<file path="src/rtl/ld_cmd_tx_pkg.sv">
// Shared radar UART link definitions: frame header bytes, payload limit and frame-state encoding.
// The receiver's frame parser uses the same constants.
package ld_cmd_tx_pkg;

   localparam logic [7:0]  LD_HDR0    = 8'h55;
   localparam logic [7:0]  LD_HDR1    = 8'hAA;
   localparam int unsigned LD_MAX_PAY = 4;

   typedef enum logic [2:0] {
      StIdle,
      StHdr0,
      StHdr1,
      StCmd,
      StLen,
      StPay,
      StCsum
   } ld_frame_state_e;

   function automatic logic [2:0] ld_clamp_len(input logic [2:0] len);
      return (len > 3'(LD_MAX_PAY)) ? 3'(LD_MAX_PAY) : len;
   endfunction

endpackage

</file>
<file path="src/rtl/ld_cmd_tx_byte.sv">
// 8N1 UART byte serializer. A load during the last cycle of a stop bit chains the next byte
// with no idle time.
module uart_byte_tx #(
   parameter int unsigned CLKS_PER_BIT = 434
) (
   input  logic       i_clk,
   input  logic       i_rst,
   input  logic       i_load,
   input  logic [7:0] i_data,
   output logic       o_txd,
   output logic       o_busy,
   output logic       o_byte_done
);

   localparam int unsigned CW = (CLKS_PER_BIT > 1) ? $clog2(CLKS_PER_BIT) : 1;
   localparam logic [CW-1:0] BAUD_MAX = CW'(CLKS_PER_BIT - 1);

   logic [CW-1:0] r_baud_cnt;
   logic [3:0]    r_bit_cnt;
   logic [7:0]    r_data;
   logic          r_txd;
   logic          r_busy;
   logic          w_bit_end;

   assign w_bit_end   = (r_baud_cnt == BAUD_MAX);
   // Bit 9 is the stop bit; its final cycle is where the next byte may be loaded.
   assign o_byte_done = r_busy && w_bit_end && (r_bit_cnt == 4'd9);
   assign o_txd       = r_txd;
   assign o_busy      = r_busy;

   always_ff @(posedge i_clk) begin
      if (i_rst) begin
         r_baud_cnt <= '0;
         r_bit_cnt  <= '0;
         r_data     <= '0;
         r_txd      <= 1'b1;
         r_busy     <= 1'b0;
      end else if (i_load && (!r_busy || o_byte_done)) begin
         r_baud_cnt <= '0;
         r_bit_cnt  <= '0;
         r_data     <= i_data;
         r_txd      <= 1'b0;
         r_busy     <= 1'b1;
      end else if (r_busy) begin
         if (w_bit_end) begin
            r_baud_cnt <= '0;
            if (r_bit_cnt == 4'd9) begin
               r_bit_cnt <= '0;
               r_txd     <= 1'b1;
               r_busy    <= 1'b0;
            end else begin
               r_bit_cnt <= r_bit_cnt + 4'd1;
               r_txd     <= (r_bit_cnt == 4'd8) ? 1'b1 : r_data[r_bit_cnt[2:0]];
            end
         end else begin
            r_baud_cnt <= r_baud_cnt + 1'b1;
         end
      end
   end

endmodule

</file>
<file path="src/rtl/ld_cmd_tx.sv">
// Radar command-frame transmitter: 55 AA CMD LEN P0..Pn CSUM as back-to-back 8N1 bytes.
// Holds the frame FSM, latched request fields and the running checksum.
module ld_cmd_tx
   import ld_cmd_tx_pkg::*;
#(
   parameter int unsigned CLK_FREQ = 50_000_000,
   parameter int unsigned BAUD     = 115200
) (
   input  logic        i_sys_clk,
   input  logic        i_sys_rst,
   input  logic        i_start,
   input  logic [7:0]  i_cmd,
   input  logic [2:0]  i_len,
   input  logic [31:0] i_payload,
   output logic        o_uart_txd,
   output logic        o_busy,
   output logic        o_done
);

   localparam int unsigned CLKS_PER_BIT = CLK_FREQ / BAUD;

   ld_frame_state_e r_state, w_state_next;
   logic [7:0]      r_cmd;
   logic [2:0]      r_len;
   logic [31:0]     r_pay, w_pay_next;
   logic [2:0]      r_pay_cnt, w_pay_cnt_next;
   logic [7:0]      r_csum, w_csum_next;
   logic            r_busy;
   logic            r_done;
   logic            w_load;
   logic [7:0]      w_load_data;
   logic            w_byte_done;
   logic            w_ser_busy;
   logic            w_accept;

   assign w_accept = i_start && (r_state == StIdle) && !w_ser_busy;

   always_comb begin
      w_state_next   = r_state;
      w_pay_next     = r_pay;
      w_pay_cnt_next = r_pay_cnt;
      w_csum_next    = r_csum;
      w_load         = 1'b0;
      w_load_data    = 8'h00;
      unique case (r_state)
         StIdle: begin
            if (w_accept) begin
               w_load         = 1'b1;
               w_load_data    = LD_HDR0;
               w_state_next   = StHdr0;
               w_pay_next     = i_payload;
               w_pay_cnt_next = ld_clamp_len(i_len);
               w_csum_next    = 8'h00;
            end
         end
         StHdr0: begin
            if (w_byte_done) begin
               w_load       = 1'b1;
               w_load_data  = LD_HDR1;
               w_state_next = StHdr1;
            end
         end
         StHdr1: begin
            if (w_byte_done) begin
               w_load       = 1'b1;
               w_load_data  = r_cmd;
               w_csum_next  = r_csum + r_cmd;
               w_state_next = StCmd;
            end
         end
         StCmd: begin
            if (w_byte_done) begin
               w_load       = 1'b1;
               w_load_data  = {5'b0, r_len};
               w_csum_next  = r_csum + {5'b0, r_len};
               w_state_next = StLen;
            end
         end
         StLen, StPay: begin
            if (w_byte_done) begin
               w_load = 1'b1;
               if (r_pay_cnt == 3'd0) begin
                  w_load_data  = r_csum;
                  w_state_next = StCsum;
               end else begin
                  // Payload goes out LSB byte first; shift the latch down per byte.
                  w_load_data    = r_pay[7:0];
                  w_csum_next    = r_csum + r_pay[7:0];
                  w_pay_next     = r_pay >> 8;
                  w_pay_cnt_next = r_pay_cnt - 3'd1;
                  w_state_next   = StPay;
               end
            end
         end
         StCsum: begin
            if (w_byte_done) begin
               w_state_next = StIdle;
            end
         end
         default: w_state_next = StIdle;
      endcase
   end

   always_ff @(posedge i_sys_clk) begin
      if (i_sys_rst) begin
         r_state   <= StIdle;
         r_cmd     <= '0;
         r_len     <= '0;
         r_pay     <= '0;
         r_pay_cnt <= '0;
         r_csum    <= '0;
         r_busy    <= 1'b0;
         r_done    <= 1'b0;
      end else begin
         r_state   <= w_state_next;
         r_pay     <= w_pay_next;
         r_pay_cnt <= w_pay_cnt_next;
         r_csum    <= w_csum_next;
         r_busy    <= (w_state_next != StIdle);
         r_done    <= (r_state == StCsum) && w_byte_done;
         if (w_accept) begin
            r_cmd <= i_cmd;
            r_len <= ld_clamp_len(i_len);
         end
      end
   end

   assign o_busy = r_busy;
   assign o_done = r_done;

   uart_byte_tx #(
      .CLKS_PER_BIT(CLKS_PER_BIT)
   ) u_byte_tx (
      .i_clk      (i_sys_clk),
      .i_rst      (i_sys_rst),
      .i_load     (w_load),
      .i_data     (w_load_data),
      .o_txd      (o_uart_txd),
      .o_busy     (w_ser_busy),
      .o_byte_done(w_byte_done)
   );

endmodule

</file>
<file path="config.mk">
export PLATFORM = sky130hd
export DESIGN_NAME = ld_cmd_tx
export DESIGN_NICKNAME = d
export VERILOG_FILES = /design/src/rtl/ld_cmd_tx_pkg.sv /design/src/rtl/ld_cmd_tx_byte.sv /design/src/rtl/ld_cmd_tx.sv
export SDC_FILE = /design/constraint.sdc
export NUM_CORES = 1
export LEC_CHECK = 0
export CAP_MARGIN = 20
export CORE_MARGIN = 4
export CORE_UTILIZATION = 40
export DETAILED_ROUTE_END_ITERATION = 6
export DONT_BUFFER_PORTS = 1
export SYNTH_ARGS = -nofsm -noshare
export SYNTH_HDL_FRONTEND = slang
export SYNTH_SLANG_ARGS = --single-unit
</file>
<file path="constraint.sdc">
create_clock -name i_sys_clk -period 3.8 [get_ports i_sys_clk]
set_clock_uncertainty 0.2 [all_clocks]
set_input_delay 0.76 -clock i_sys_clk [delete_from_list [all_inputs] [get_ports i_sys_clk]]
set_output_delay 0.76 -clock i_sys_clk [all_outputs]
set_load 0.01 [all_outputs]
</file>
==> impl_results.md <==
* Status: complete, no violations
* Number of cells traversed by the worst hold path at 2
* Mean routed wirelength per cell at 15.74 um
* Kind of end point of the critical path: flop
* Max Slew Vio Count at 0
* Via count of the first global-routing pass at 3,433
* Effective utilization at floorplan at 40.94%
* Worst min-delay path class: reg2reg
* Gate count after technology mapping at 536
* Worst-path clk slew at 90 ps
* CTS tree: yes
* Height of the die at 113.6 um
* Clock sink count at 82
* Row count at 38
* Clock Root Buffer: clkbuf_8
* R2R depth at 11
* Maximum number of pins on one net before global-route repair at 74
* Gr usage total at 16.93%
* Final setup violation count at 0
* Buffers added on ports at 0
* Hold-fix buffer count after cts at 0
* Fill cell total of the finished layout at 1,037
* Placed Instances at 643
* DRT Pass-1 Iters at 5
* Synth area leaders: dfxtp_1 (37%), nand2_1 (9.0%), a311oi_2 (8.1%), nor2_1 (4.9%), a21oi_1 (4.8%)
* Maximum net fanout on the critical path at 15
* Worst vdd rail ir drop at 281.0 uV
* Detailed-route via count at 3,666
* Count of state elements after synthesis at 82
* Hold violation count in the final report at 0
* Avg Inst Size Synth at 8.317 um^2
* Async S/R FF share, synth at 0%
* Arrival time at the worst endpoint at 3170 ps
* Inserted Clock Buffers at 9
* Fraction of final layout cells sized beyond drive strength 1 at 11.73%
* Final wirelength at 10,390 um
* CTS H-Tree Depth at 3
* Pin slew with the least headroom to its limit at 668.0 ps
* Area of the die at 12,900 um^2
* Post_cts resized at 0
* Antenna viol nets, final at 0
* Buffer depth of the longest clock path at 2
* Area inside the core boundary at 10,890 um^2
* Synthesized area at 4458 um^2
* Static leakage at 0.001672 uW
* Global-route wire length before repair at 17,390 um
* Die Span X at 113.6 um
* Required time of the worst setup path at 3920 ps
* Unrepaired setup endpoints after global routing: false
* CP startpoint kind: flop
* Fin crit period at 3050 ps
* Area growth from synthesis to layout at 4.799%
* Maxcap violations at 0
* Antenna cell count at 0
* Period utilization at 80.26%
* Initial antenna violation count at 0
* Number of placed I/O pins at 49
* Critical path start-end classification: reg2reg
* Routability congestion estimate at 0.8270
* Distinct cell type count after synthesis at 57
* Nets@finish at 573
* Areal power density over the cells at 386.3 nW/um^2
* Fraction of post-synthesis cell area in the top cell type by area at 36.82%
* DR vias/cell at 5.555
* Number of enable flip-flop cells after synthesis at 0
* Top FF cell, synth: dfxtp_1
* Post-synthesis sequential area ratio at 36.82%
* Filler-free cell count of the finished design at 660
* Number of synthesis warnings at 0
* Detailed Place HPWL at 7534 um
* Relative slew slack at 55.10%
* Post-synth top area cell: dfxtp_1
* Setup fix buffers added after clock tree synthesis at 0
* Clock latency at the later pin of the worst-skew pair at 380 ps
* Post-route DRC at 0
* Max Clock Freq at 0.3279 GHz
* Number of design-rule violations left by the first detailed-router iteration at 379
* Syn Nets at 594
* Setup_tns at 0 ps
* Remaining global-route overflow at 0
metrics by stage:
step	utilization (%)	cell area (um^2)	hold slack (ps)	total power (uW)	worst slack [ps]
after detailed placement	41.21	4487	239.7	1223	769.9
after floorplan	-	4458	228.8	1192	847.0
after global placement	41.21	4487	238.8	1215	888.4
final	42.91	4672	249.8	1805	750.1
after global routing	42.91	4672	223.5	1896	540.4
after CTS	42.84	4664	231.6	1827	746.0
synthesized netlist by cell type (all sizes together), types with 3 or more instances:
master	n
xnor2	6
a21oi	44
a31oi	5
mux2i	20
o22ai	5
a221oi	5
nand2	107
ha	11
nand3	14
nand4	3
a21o	4
a211oi	5
o21ai	11
inv	13
a22oi	4
o211ai	4
nor3b	4
nor3	5
clkbuf	21
nand2b	13
a311oi	24
xor2	6
nor2b	9
buf	19
dfxtp	82
nor2	59
and3	4
cell families after synthesis:
kind of cell               count (synthesis)  synth area share, %
and+or+nand+nor                          233                24.17
muxes                                     23                5.753
DFF                                       82                36.82
xor gates and xnor gates                  12                2.358
AOI/OAI and AO/OA                        121                21.75
buffers and inverters                     53                5.613
adders and majority gates                 12                3.536
worst max-delay path, cell delays in order, from the launching register on:
cell and delay (ps):
dfxtp_1 650, nand2_1 220, a211oi_1 270, a21oi_1 70, ha_1 210, inv_1 70, fa_1 220, nor2b_1 80
o31a_1 260, o21a_1 180, or4b_1 460, nand3b_1 90
cell usage in the layout, fill, tap and decap left out, types with 3 or more instances in the layout:
| cell | count |
|---|---|
| a31oi_1 | 5 |
| nor3_1 | 4 |
| a21oi_1 | 43 |
| dfxtp_1 | 82 |
| o211ai_1 | 4 |
| a221oi_1 | 5 |
| mux2i_1 | 20 |
| a21o_1 | 3 |
| nand2b_1 | 13 |
| nor2_1 | 58 |
| and3_1 | 4 |
| nand3_1 | 14 |
| o21ai_0 | 11 |
| a22oi_1 | 4 |
| buf_4 | 8 |
| inv_1 | 13 |
| xor2_1 | 6 |
| xnor2_1 | 6 |
| a311oi_2 | 24 |
| nand2_1 | 107 |
| a211oi_1 | 4 |
| clkbuf_8 | 9 |
| ha_1 | 11 |
| nor2b_1 | 8 |
| o22ai_1 | 5 |
| nand4_1 | 3 |
path summary, 6_finish.rpt:
kind                 from      endpoint  slack [ps]
max            r_state[0]     r_csum[6]         750
min          r_pay_cnt[2]  r_pay_cnt[2]         250
max reg2reg    r_state[0]     r_csum[6]         750
min reg2reg  r_pay_cnt[2]  r_pay_cnt[2]         250
metal layers:
metal	wire [um]	GRT usage (%)	vias to the layer above	share of wire (%)
met4	197	5.769	0	1.9
met5	0	0	-	0
met3	465	4.881	14	4.5
li1	-	-	1843	-
met1	4831	22.19	1740	46
met2	4894	26.74	69	47
final cells by class:
cell class	count	area, um^2	share of cell area (%)
Multi-Input combinational cell	401	2569	54.98
Sequential cell	82	1642	35.14
Tap cell	140	175.2	3.749
Clock buffer	10	127.6	2.732
Timing Repair Buffer	8	60.06	1.285
Clock inverter	6	50.05	1.071
Inverter	13	48.80	1.044
flip-flops by register name, summed over array words and instances (netlist names):
signal                flops
r_pay_cnt                 3
u_byte_tx.r_bit_cnt       4
o_busy                    1
u_byte_tx.o_busy          1
u_byte_tx.o_txd           1
u_byte_tx.r_data          8
r_csum                    8
o_done                    1
r_state                   3
u_byte_tx.r_baud_cnt      9
r_pay                    32
r_len                     3
r_cmd                     8
where the power goes:
| group | switching (uW) | internal (uW) |
|---|---|---|
| clock network | 355 | 247 |
| logic | 138 | 104 |
| registers | 47.2 | 913 |
Note: power is estimated with default switching activity, not from simulation.
